[src/rtl/evm_display_pkg.sv]
// Shared types and constants for the EVM result display scheduler.
package evm_display_pkg;

    typedef enum logic [1:0] {
        IDLE    = 2'd0,
        CONVERT = 2'd1,
        UPDATE  = 2'd2
    } state_t;

    localparam logic [3:0] DIGIT_BLANK = 4'd15;
    localparam int         NUM_DIGITS  = 4;
    localparam int         BCD_ITERS   = 8;

    // Replace a digit with the blank code when leading-zero blanking applies.
    function automatic logic [3:0] blank_if(input logic blank, input logic [3:0] digit);
        return blank ? DIGIT_BLANK : digit;
    endfunction

endpackage

[src/rtl/bin2bcd_seq.sv]
// Iterative shift-add-3 binary to BCD converter, one iteration per clock.
// A start pulse loads the operand; done is high during the cycle whose edge
// performs the final iteration, so bcd holds the result on the following cycle.
module bin2bcd_seq
    import evm_display_pkg::*;
(
    input  logic        clk,
    input  logic        reset,
    input  logic        start,
    input  logic [7:0]  bin,
    output logic        done,
    output logic [11:0] bcd
);

    localparam logic [2:0] LAST_ITER = 3'(BCD_ITERS - 1);

    logic [19:0] shift_q, shift_d;
    logic [19:0] adj;
    logic [2:0]  cnt_q, cnt_d;
    logic        run_q, run_d;

    // One double-dabble step: add 3 to each BCD nibble >= 5, then shift left.
    always_comb begin
        adj     = shift_q;
        shift_d = shift_q;
        cnt_d   = cnt_q;
        run_d   = run_q;
        for (int i = 0; i < 3; i++) begin
            if (shift_q[8 + 4*i +: 4] >= 4'd5) begin
                adj[8 + 4*i +: 4] = shift_q[8 + 4*i +: 4] + 4'd3;
            end
        end
        if (start) begin
            shift_d = {12'd0, bin};
            cnt_d   = 3'd0;
            run_d   = 1'b1;
        end else if (run_q) begin
            shift_d = adj << 1;
            cnt_d   = cnt_q + 3'd1;
            if (cnt_q == LAST_ITER) begin
                run_d = 1'b0;
            end
        end
    end

    // Datapath and iteration counter registers.
    always_ff @(posedge clk) begin
        if (reset) begin
            shift_q <= '0;
            cnt_q   <= '0;
            run_q   <= 1'b0;
        end else begin
            shift_q <= shift_d;
            cnt_q   <= cnt_d;
            run_q   <= run_d;
        end
    end

    assign done = run_q && (cnt_q == LAST_ITER);
    assign bcd  = shift_q[19:8];

endmodule

[src/rtl/evm_display_scheduler.sv]
// Captures the winner and vote count, converts the count to BCD, applies
// leading-zero blanking and time-multiplexes four digits with active-low anodes.
module evm_display_scheduler
    import evm_display_pkg::*;
#(
    parameter int REFRESH_DIV = 50000
) (
    input  logic       clk,
    input  logic       reset,
    input  logic       load,
    input  logic [1:0] winner_id,
    input  logic [7:0] winning_votes,
    output logic [7:0] digit_code,
    output logic [3:0] anode,
    output logic       busy
);

    localparam int            PW         = (REFRESH_DIV > 1) ? $clog2(REFRESH_DIV) : 1;
    localparam logic [PW-1:0] PRESC_LAST = PW'(REFRESH_DIV - 1);

    state_t      state_q, state_d;
    logic        busy_q, busy_d;
    logic        pend_valid_q, pend_valid_d;
    logic [1:0]  pend_id_q, pend_id_d;
    logic [7:0]  pend_votes_q, pend_votes_d;
    logic [1:0]  id_q, id_d;
    logic [3:0]  disp_q [NUM_DIGITS];
    logic [3:0]  disp_d [NUM_DIGITS];
    logic [PW-1:0] presc_q, presc_d;
    logic [1:0]  idx_q, idx_d;

    logic        conv_start;
    logic [7:0]  conv_bin;
    logic        conv_done;
    logic [11:0] conv_bcd;
    logic [3:0]  hundreds, tens, ones;

    assign hundreds = conv_bcd[11:8];
    assign tens     = conv_bcd[7:4];
    assign ones     = conv_bcd[3:0];

    bin2bcd_seq u_bin2bcd (
        .clk   (clk),
        .reset (reset),
        .start (conv_start),
        .bin   (conv_bin),
        .done  (conv_done),
        .bcd   (conv_bcd)
    );

    // Next-state logic for the sequencer, the pending slot and the display registers.
    always_comb begin
        state_d      = state_q;
        busy_d       = busy_q;
        pend_valid_d = pend_valid_q;
        pend_id_d    = pend_id_q;
        pend_votes_d = pend_votes_q;
        id_d         = id_q;
        disp_d       = disp_q;
        conv_start   = 1'b0;
        conv_bin     = winning_votes;
        case (state_q)
            IDLE: begin
                if (load) begin
                    id_d       = winner_id;
                    conv_start = 1'b1;
                    state_d    = CONVERT;
                    busy_d     = 1'b1;
                end
            end
            CONVERT: begin
                if (load) begin
                    pend_valid_d = 1'b1;
                    pend_id_d    = winner_id;
                    pend_votes_d = winning_votes;
                end
                if (conv_done) begin
                    state_d = UPDATE;
                end
            end
            UPDATE: begin
                disp_d[3] = {2'b00, id_q} + 4'd1;
                disp_d[2] = blank_if(hundreds == 4'd0, hundreds);
                disp_d[1] = blank_if((hundreds == 4'd0) && (tens == 4'd0), tens);
                disp_d[0] = ones;
                if (load || pend_valid_q) begin
                    // A load arriving now is newer than anything already pending.
                    if (load) begin
                        id_d     = winner_id;
                        conv_bin = winning_votes;
                    end else begin
                        id_d     = pend_id_q;
                        conv_bin = pend_votes_q;
                    end
                    conv_start   = 1'b1;
                    pend_valid_d = 1'b0;
                    state_d      = CONVERT;
                    busy_d       = 1'b1;
                end else begin
                    state_d = IDLE;
                    busy_d  = 1'b0;
                end
            end
            default: begin
                state_d = IDLE;
                busy_d  = 1'b0;
            end
        endcase
    end

    // Free-running refresh prescaler and digit index, independent of the sequencer.
    always_comb begin
        presc_d = presc_q + PW'(1);
        idx_d   = idx_q;
        if (presc_q == PRESC_LAST) begin
            presc_d = '0;
            idx_d   = idx_q + 2'd1;
        end
    end

    // All state registers with synchronous reset to a blank display.
    always_ff @(posedge clk) begin
        if (reset) begin
            state_q      <= IDLE;
            busy_q       <= 1'b0;
            pend_valid_q <= 1'b0;
            pend_id_q    <= '0;
            pend_votes_q <= '0;
            id_q         <= '0;
            presc_q      <= '0;
            idx_q        <= '0;
            for (int i = 0; i < NUM_DIGITS; i++) begin
                disp_q[i] <= DIGIT_BLANK;
            end
        end else begin
            state_q      <= state_d;
            busy_q       <= busy_d;
            pend_valid_q <= pend_valid_d;
            pend_id_q    <= pend_id_d;
            pend_votes_q <= pend_votes_d;
            id_q         <= id_d;
            presc_q      <= presc_d;
            idx_q        <= idx_d;
            disp_q       <= disp_d;
        end
    end

    assign digit_code = {4'b0000, disp_q[idx_q]};
    assign anode      = ~(4'b0001 << idx_q);
    assign busy       = busy_q;

endmodule

[config.mk]
export PLATFORM = sky130hd
export DESIGN_NAME = evm_display_scheduler
export DESIGN_NICKNAME = d
export VERILOG_FILES = /design/src/rtl/evm_display_pkg.sv /design/src/rtl/bin2bcd_seq.sv /design/src/rtl/evm_display_scheduler.sv
export SDC_FILE = /design/constraint.sdc
export NUM_CORES = 1
export LEC_CHECK = 0
export CAP_MARGIN = 5
export CELL_PAD_IN_SITES_DETAIL_PLACEMENT = 0
export CELL_PAD_IN_SITES_GLOBAL_PLACEMENT = 1
export CORE_MARGIN = 2
export CORE_UTILIZATION = 44
export DETAILED_ROUTE_END_ITERATION = 8
export PLACE_DENSITY = 0.77
export SKIP_LAST_GASP = 1
export SYNTH_ARGS = -nofsm -noshare
export SYNTH_HDL_FRONTEND = slang
export SYNTH_SLANG_ARGS = --single-unit
[constraint.sdc]
create_clock -name clk -period 2.1 [get_ports clk]
set_input_delay 0.42 -clock clk [delete_from_list [all_inputs] [get_ports clk]]
set_output_delay 0.42 -clock clk [all_outputs]
set_load 0.005 [all_outputs]
**Word level (Yosys, flattened, before mapping)**

Index checks and enable logic that the tools add are counted.

- Divide/modulo/power cells: 0
- Shift-type cells: 1
- Magnitude comparators: 4
- Add/subtract/negate cells: 7
- Multiplexer cells: 31
- Equal/unequal tests: 8
- Reduce and logical (&&, ||, !) cells: 15
- Bitwise operators: 3
- Multiply operators: 0

Operators by type and width:

| kind | count |
|---|---|
| $mux 8 | 5 |
| $mux 4 | 6 |
| $add 16x1->16 const B | 1 |
| $eq 16x16->1 const B | 1 |
| $ge 4x3->1 const B | 3 |
| $mux 2 | 5 |
| $add 4x2->4 const B | 2 |
| $bmux 4 s2 | 1 |
| $logic_not 4->1 | 2 |
| $mux 1 | 8 |
| $ne 2x2->1 const B | 4 |
| $pmux 2 s3 | 1 |
| $reduce_and 3->1 | 2 |
| $reduce_bool 2->1 | 3 |
| $not 4->4 | 1 |
| $pmux 1 s2 | 2 |
| $pmux 2 s2 | 1 |
| $reduce_and 2->1 | 2 |
| $reduce_or 2->1 | 2 |
| $shl 1x2->4 const A | 1 |
| $add 2x1->3 const B | 1 |
| $add 3x1->3 const B | 1 |
| $add 3x2->3 const B | 1 |
| $eq 3x3->1 const B | 1 |
| other kinds (11) | 12 |

- Logic and storage cells: 85
- Latch bits: 0
- Output and inout bits: 13
- Bits in read-only memories: 0
- Memories: 0
- Flip-flop bits (word level): 74
- Bits in writable memories: 0

**Longest topological paths before layout**

- Depth after elaboration: 4
- Depth in mapped cells: 6

**Cells and area by module**

Synthesis repeated with hierarchy kept, for this count alone.

- Cells, all modules: 391
- Area, all modules: 3663.5 sq um

Modules (own cells, without submodules):

| module | area an instance (sq um) | cells an instance | instances | sequential area each (sq um) |
|---|---|---|---|---|
| evm_display_scheduler | 2328.5 | 241 | 1 | 1001.0 |
| bin2bcd_seq | 1335.0 | 150 | 1 | 480.5 |

**Least setup slack after synthesis**

OpenSTA, ideal clock, no wires.

- Path kind: register to register
- Start: register presc_q[0]
- End: register presc_q[10]
- Buffers on the path: 1
- Stages on the path, launching flop included: 7
- Data required time: 1.983 ns
- Setup slack: 0.506 ns
- Setup time: 0.117 ns
- Clock period less this slack: 1.594 ns
- Arrival: 1.476 ns
- Cell sequence: dfxtp_1 -> ha_1 -> nand3_1 -> nand4b_1 -> nand2_1 -> buf_2 -> nor2_1

- Cells in the longest elaborated chain, start to end: 2

RTL lines:

| item | RTL line | text |
|---|---|---|
| start: declaration | evm_display_scheduler.sv:29 | `logic [PW-1:0] presc_q, presc_d;` |
| start signal: assignment | evm_display_scheduler.sv:142 | `presc_q <= presc_d;` |
| branches (longest 2 deep; another with $add 16x1->16) | - |  |

Parallel ways; which one is timed is not known.
A chain may end at the register's enable or synchronous reset.

**Final worst setup path**

- Start: register idx_q[0]
- End: output digit_code[1]

- Cells in the longest elaborated chain, start to end: 4

RTL lines:

| item | RTL line | text |
|---|---|---|
| start: declaration | evm_display_scheduler.sv:30 | `logic [1:0] idx_q, idx_d;` |
| start signal: assignment | evm_display_scheduler.sv:143 | `idx_q <= idx_d;` |
| $not 2->3 (implied by the code) | evm_display_scheduler.sv:148 | `assign digit_code = {4'b0000, disp_q[idx_q]};` |
| $bmux 4 s2 | evm_display_scheduler.sv:148 |  |
| $mux 4 (implied by the code) (2 in a row) | evm_display_scheduler.sv:148 |  |
| end: declaration | evm_display_scheduler.sv:13 | `output logic [7:0] digit_code,` |

No other way between the ends. The select of a mux whose other input is x is not followed.

==> results.toml <==
[setup_path]
cp-start-kind = "register"
r2r-end = "u_bin2bcd.shift_q[13]$_SDFFE_PP0P_"
cp_top_family = "multiplexers"
cp_num_buf_inv = 2
cp-startpoint = "idx_q[0]$_SDFFE_PP0N_"
rr_worst_depth = 6
cp_max_fo = 5
cp.depth = 3
cp_slowest_cell = "mux4_2"
endpoint = "digit_code[1]"
worstPathRequired_ps = 1680
cp-end-kind = "output pin"
crit_chain = "buf_4, mux4_2, dlygate4sd2_1"
cpPeakStageDelay_ps = 480
arrival_ps = 1590
rrSetupSlack_ps = 450
critical_path_class = "register to output pin"
worstReg2RegStart = "u_bin2bcd.shift_q[13]$_SDFFE_PP0P_"

[placed_design]
numPortBuffers = 21
hpwl_mm = 4.85
post_dp_cell_area_mm2 = 0.00379
gp_congestion = 0.779

[yosys]
synth_cell_types = 46
syn_area_per_cell_um2 = 8.51
synth_top_area_share = 0.432
yosysMostFrequentCell = "dfxtp_1"
synth_top_family_by_area = "simple AND/OR/NAND/NOR gates"
syn_area_mm2 = 0.00343
ys_async_sr_fraction = 0
yosys.area.top_type = "dfxtp_1"
synth_fa_ha_area_frac = 0.0547
synth.area.mux_share = 0.0675
synth_simple_gate_area_share = 0.225
synth-edff-count = 0
ys.flop_type = "dfxtp_1"
synth_compound_area_frac = 0.129
ys_top_cells_by_count = "dfxtp_1, nand2_1, nor2_1, a21oi_1, nand3_1"
seq_area_frac_synth = 0.432
ys_ff_latch = 74
synth_xor_area_frac = 0.0383
synthTopCellsByArea = "dfxtp_1, nand2_1, ha_1, a21oi_1, nand3_1"
yosys_warnings = 0
synth_cells = 403

[global_routing]
antenna_found_initial = 0
grt_pass1_vias = 2479
grt_busiest_layer = "met1"
use_met1 = 0.252
gr-usage-met2 = 0.251
track_usage = 0.174
grt.met3_usage = 0.0277
grt_overflow = 0
grt_max_degree = 31
grt_pass1_wl_mm = 11.9

[min_path]
hold_start = "disp_q[3]$_SDFFE_PP1N_"
min_path_type = "register to register"

[detailed_routing]
drt-initial-drc-count = 141
wl_per_cell_um = 12.7
routed_wl_mm = 6.82
vias = 2732
postRouteAntennaNets = 0
firstDrtPassIters = 5
viasPerCell = 5.09
drc = 0

[clock_tree]
cts_tree = "yes"
clock_path_buffers = 2
clkTransAtPathRegs_ps = 70
cts_hold_buf = 0
cts.sinks = 74
cts_made_buffers = 9
clock_latency_ps = 340
root_buffer = "clkbuf_8"
htreeDepth = 3

[timing]
fmax_ghz = 0.498
rsz0062_at_grt = "false"
hold_viol = 0
setup_viol = 0
skew_ps = 12.5
setup_tns_ps = 0
timing.hold.ws_ps = 454
min_period_ps = 2010
fin_crit_sh = 0.956
drv_slew = 0

[layout]
areaGrowthSynthToFinish_pct = 17.3
final.fill_count = 733
nets = 459
antenna_cells = 0
fin_util = 0.526
drive_gt1_frac = 0.120
final_area_mm2 = 0.00402

[die]
dieArea_mm2 = 0.00852
fp.dieW_um = 92.3
ioPinCount = 26
start_util = 0.449
die_y_um = 92.3
placementRows = 32
coreArea_mm2 = 0.00765

[power]
p_leak_uw = 0.00148
power_density_mw_per_mm2 = 702
ir_drop_mv = 0.307

[run_status]
status = "completed"

[run]
drv_cap = 0
-- per-layer routing --
| metal | part of all wire | routed length, um |
|---|---|---|
| met1 | 0.52 | 3580 |
| met5 | 0 | 0 |
| met2 | 0.43 | 2920 |
| met3 | 0.035 | 239 |
| met4 | 0.013 | 87 |
-- repair_timing --
| item | 4_1_cts | 5_1_grt |
|---|---|---|
| setup buffers | 1 | 1 |
| gates resized for setup | 3 | 4 |
| endpoints found under the setup margin | 6 | 5 |
| gates cloned | 0 | 0 |
-- area by class of cell --
cell class                      instances  area, um2  share of cell area
Multi-Input combinational cell        289       1780               0.442
Sequential cell                        74       1490               0.369
Timing Repair Buffer                   38        357              0.0886
Clock buffer                           13        169              0.0420
Tap cell                              102        128              0.0317
Inverter                               19       71.3              0.0177
Clock inverter                          2       35.0             0.00871
-- worst min-delay path by stage --
| stage | to | slack (ps) | cells after the start |
|---|---|---|---|
| detailed placement | disp_q[3]$_SDFFE_PP1N_ | 430 | 2 |
| finish | disp_q[3]$_SDFFE_PP1N_ | 450 | 2 |
| CTS | disp_q[3]$_SDFFE_PP1N_ | 450 | 2 |
| floorplan | disp_q[3]$_SDFFE_PP1N_ | 420 | 2 |
| global route | pend_votes_q[5]$_SDFFE_PP0N_ | 490 | 2 |
| global placement | disp_q[3]$_SDFFE_PP1N_ | 430 | 2 |
-- cells by family after synthesis --
kind of cell,count (synthesis)
DFF,74
and+or+nand+nor,164
adders and majority gates,15
muxes,17
other,1
buffers and inverters,43
AOI/OAI and AO/OA,74
xor gates and xnor gates,15
-- power by group --
group          total, uW  internal [uW]  switching (uW)
registers           1480           1440            32.5
logic                225            106             119
clock network       1130            639             486
total               2830           2190             638
-- tightest hold or removal path: stages (launching register included) --
cell and delay, ps:
dfxtp_1 310, nand2_1 50, nand2_1 50
-- cells in the final DEF, fill, tap and decap left out, types with 4 or more instances in the layout --
| cell type | netlist | layout |
|---|---|---|
| a21oi_1 | 24 | 24 |
| mux2i_1 | 4 | 4 |
| nand2b_1 | 4 | 4 |
| nor3_1 | 5 | 5 |
| nand2_1 | 70 | 70 |
| nor2_1 | 31 | 31 |
| a211oi_1 | 4 | 4 |
| ha_1 | 15 | 15 |
| mux2_2 | 9 | 9 |
| xor2_1 | 4 | 4 |
| o211ai_1 | 4 | 4 |
| o22ai_1 | 8 | 8 |
| conb_1 | 1 | 4 |
| o21ai_0 | 15 | 15 |
| clkbuf_8 | 0 | 12 |
| inv_1 | 19 | 19 |
| a31oi_1 | 9 | 9 |
| mux4_2 | 4 | 4 |
| nand3_1 | 24 | 24 |
| buf_4 | 4 | 16 |
| xnor2_1 | 11 | 11 |
| nand4_1 | 4 | 4 |
| nor4_1 | 6 | 6 |
| clkdlybuf4s50_1 | 0 | 17 |
| dfxtp_1 | 74 | 72 |
| nor2b_1 | 4 | 4 |
-- metrics by stage --
stage	std cells	power, uW	setup WS [ps]
floorplan	406	1650	506
global placement	520	1730	159
detailed placement	520	1740	144
CTS	536	2860	4.70
global route	537	2950	40.1
finish	537	2830	92.5
-- state kept, by name, summed over array words and instances (netlist names) --
| register | cells |
|---|---|
| u_bin2bcd.shift_q | 20 |
| busy | 1 |
| pend_valid_q | 1 |
| id_q | 2 |
| pend_votes_q | 8 |
| disp_q | 16 |
| u_bin2bcd.cnt_q | 3 |
| pend_id_q | 2 |
| idx_q | 2 |
| u_bin2bcd.run_q | 1 |
| state_q | 2 |
| presc_q | 16 |
Power figures use the tool's default switching activity.
==> variant (same settings) <==
Put a register stage on the outputs `digit_code` and `anode`, cleared by the reset. The values now appear one clock later. The other outputs are not delayed to match.
--- a/src/rtl/evm_display_scheduler.sv
+++ b/src/rtl/evm_display_scheduler.sv
@@ -146,6 +146,13 @@
     end
 
-    assign digit_code = {4'b0000, disp_q[idx_q]};
-    assign anode      = ~(4'b0001 << idx_q);
+    always_ff @(posedge clk) begin
+        if (reset) begin
+            digit_code <= '0;
+            anode      <= '0;
+        end else begin
+            digit_code <= {4'b0000, disp_q[idx_q]};
+            anode      <= ~(4'b0001 << idx_q);
+        end
+    end
     assign busy       = busy_q;
 
Check against the original RTL: not equivalent (Yosys sat finds a counterexample within 4 cycles, from zero or initial values and one cycle with reset high).
==> variant against the unedited design <==
Non-clock buffer count is 5 lower; critical endpoint is now presc_q[15]; setup slack better by 0.31 ns; utilization is 0.46 points lower; routed wire length is 7.9% higher; area after synthesis is 7.1% higher; total power is 16% higher; sequential cell count is 8 higher; design area is 5.4% higher.
==> variant: results (changes against the unedited design) <==
** Global routing
- The met3 global-route usage came to 3.083% (was 2.766%).
- The met1 demand-to-capacity share in global routing is 24.60% (was 25.23%).
- The met2 usage in global routing is 27.58% (was 25.12%).
- The total global-route track usage is 17.78% (was 17.36%).

** Critical path
- The setup slack of the most critical reg-to-reg path is 0.40 ns (was 0.45 ns).
- The critical register-to-register path endpoint is presc_q[15] (was u_bin2bcd.shift_q[13]).
- Delay-heaviest family, CP :: simple AND/OR/NAND/NOR gates (was multiplexers)
- Arrival time of data at the critical path endpoint :: 1.91 ns (was 1.59 ns)

** Pwr
- The cell-internal power came to 2.539 mW (was 2.188 mW).
- The static leakage is 1.564 nW (was 1.478 nW).
- Fraction of power consumed by sequential logic :: 49.8% (was 52.2%)

** Final layout
- The multi-input combinational cell count was 293 (was 289).
- The share of final layout cell area taken by clock buffers and inverters is 5.927% (was 5.068%).
- The fill cell instance count of the final layout came to 747 (was 733).
- The non-clock buffering overhead in the final layout is 7.078% (was 8.862%).
- Number of nets in the layout :: 465 (was 459)
- Number of signal-net inverters in the final layout :: 18 (was 19)
- Number of ordinary and repair buffers in the finished layout :: 33 (was 38)
- Count of non-filler cells in the finished layout :: 547 (was 537)
- Clock buffer cells :: 10 (was 13)

** Drt
- Routed via count divided by cell count :: 5.144 (was 5.088)
- The met3 layer wire length in the routed design came to 229 um (was 239 um).
- Wire length the detailed router placed on met1 :: 3.707 mm (was 3.580 mm)

** Synth
- Adder-cell share of the synthesized area :: 5.109% (was 5.470%)
- Commonest cells in the netlist: sky130_fd_sc_hd__dfxtp_1 (82), sky130_fd_sc_hd__nand2_1 (68), sky130_fd_sc_hd__nor2_1 (39) (was sky130_fd_sc_hd__dfxtp_1 (74), sky130_fd_sc_hd__nand2_1 (70), sky130_fd_sc_hd__nor2_1 (31)).
- The synthesized-area fraction occupied by xor and xnor cells came to 3.815% (was 3.829%).
- The portion of the post-synthesis area used by sequential elements was 44.69% (was 43.18%).
- Seq cells post-synth :: 82 (was 74)

** Clocking
- The clock-pin slew reported for the worst setup and hold paths after clock tree synthesis is 0.09 ns (was 0.07 ns).
- Count of instances resized after the clock tree is built :: 0 (was 3)

** Outcome
- Run status: finished clean (unchanged).

** Hold path
- The start point of the worst min-delay path is pend_votes_q[3] (was disp_q[3]).
- Worst hold endpoint :: pend_votes_q[3] (was disp_q[3])

** Place
- Dpl ws :: 0.1507 ns (was 0.1439 ns)
- Number of placed instances with taps included :: 531 (was 520)

** Timing
- The final hold slack came to 0.4635 ns (was 0.4536 ns).
- Setup skew after layout :: 0.01092 ns (was 0.01252 ns)
-- variant: cell types whose count changed after synthesis, sizes merged, moves of 3 or more --
cell | unedited run | this run
buf | 9 | 12
a211oi | 4 | 11
and2 | 1 | 12
o21ai | 16 | 9
a311oi | 3 | 10
nor3 | 5 | 8
nor2 | 31 | 40
xnor2 | 11 | 15
mux2 | 9 | 2
a31oi | 9 | 2
dfxtp | 74 | 82
nor4 | 6 | 3
xor2 | 4 | 1
-- variant: worst max path at each step --
stage                          start                     to  slack, ns  cells after the start
6_report                  presc_q[0]            presc_q[15]       0.40                      5
2_1_floorplan  u_bin2bcd.shift_q[12]  u_bin2bcd.shift_q[13]       0.60                      6
3_3_place_gp                    load   u_bin2bcd.shift_q[6]       0.22                      5
3_5_place_dp                    load   u_bin2bcd.shift_q[4]       0.15                      5
4_1_cts                   presc_q[0]            presc_q[15]       0.38                      5
5_1_grt                   presc_q[0]            presc_q[15]       0.24                      5
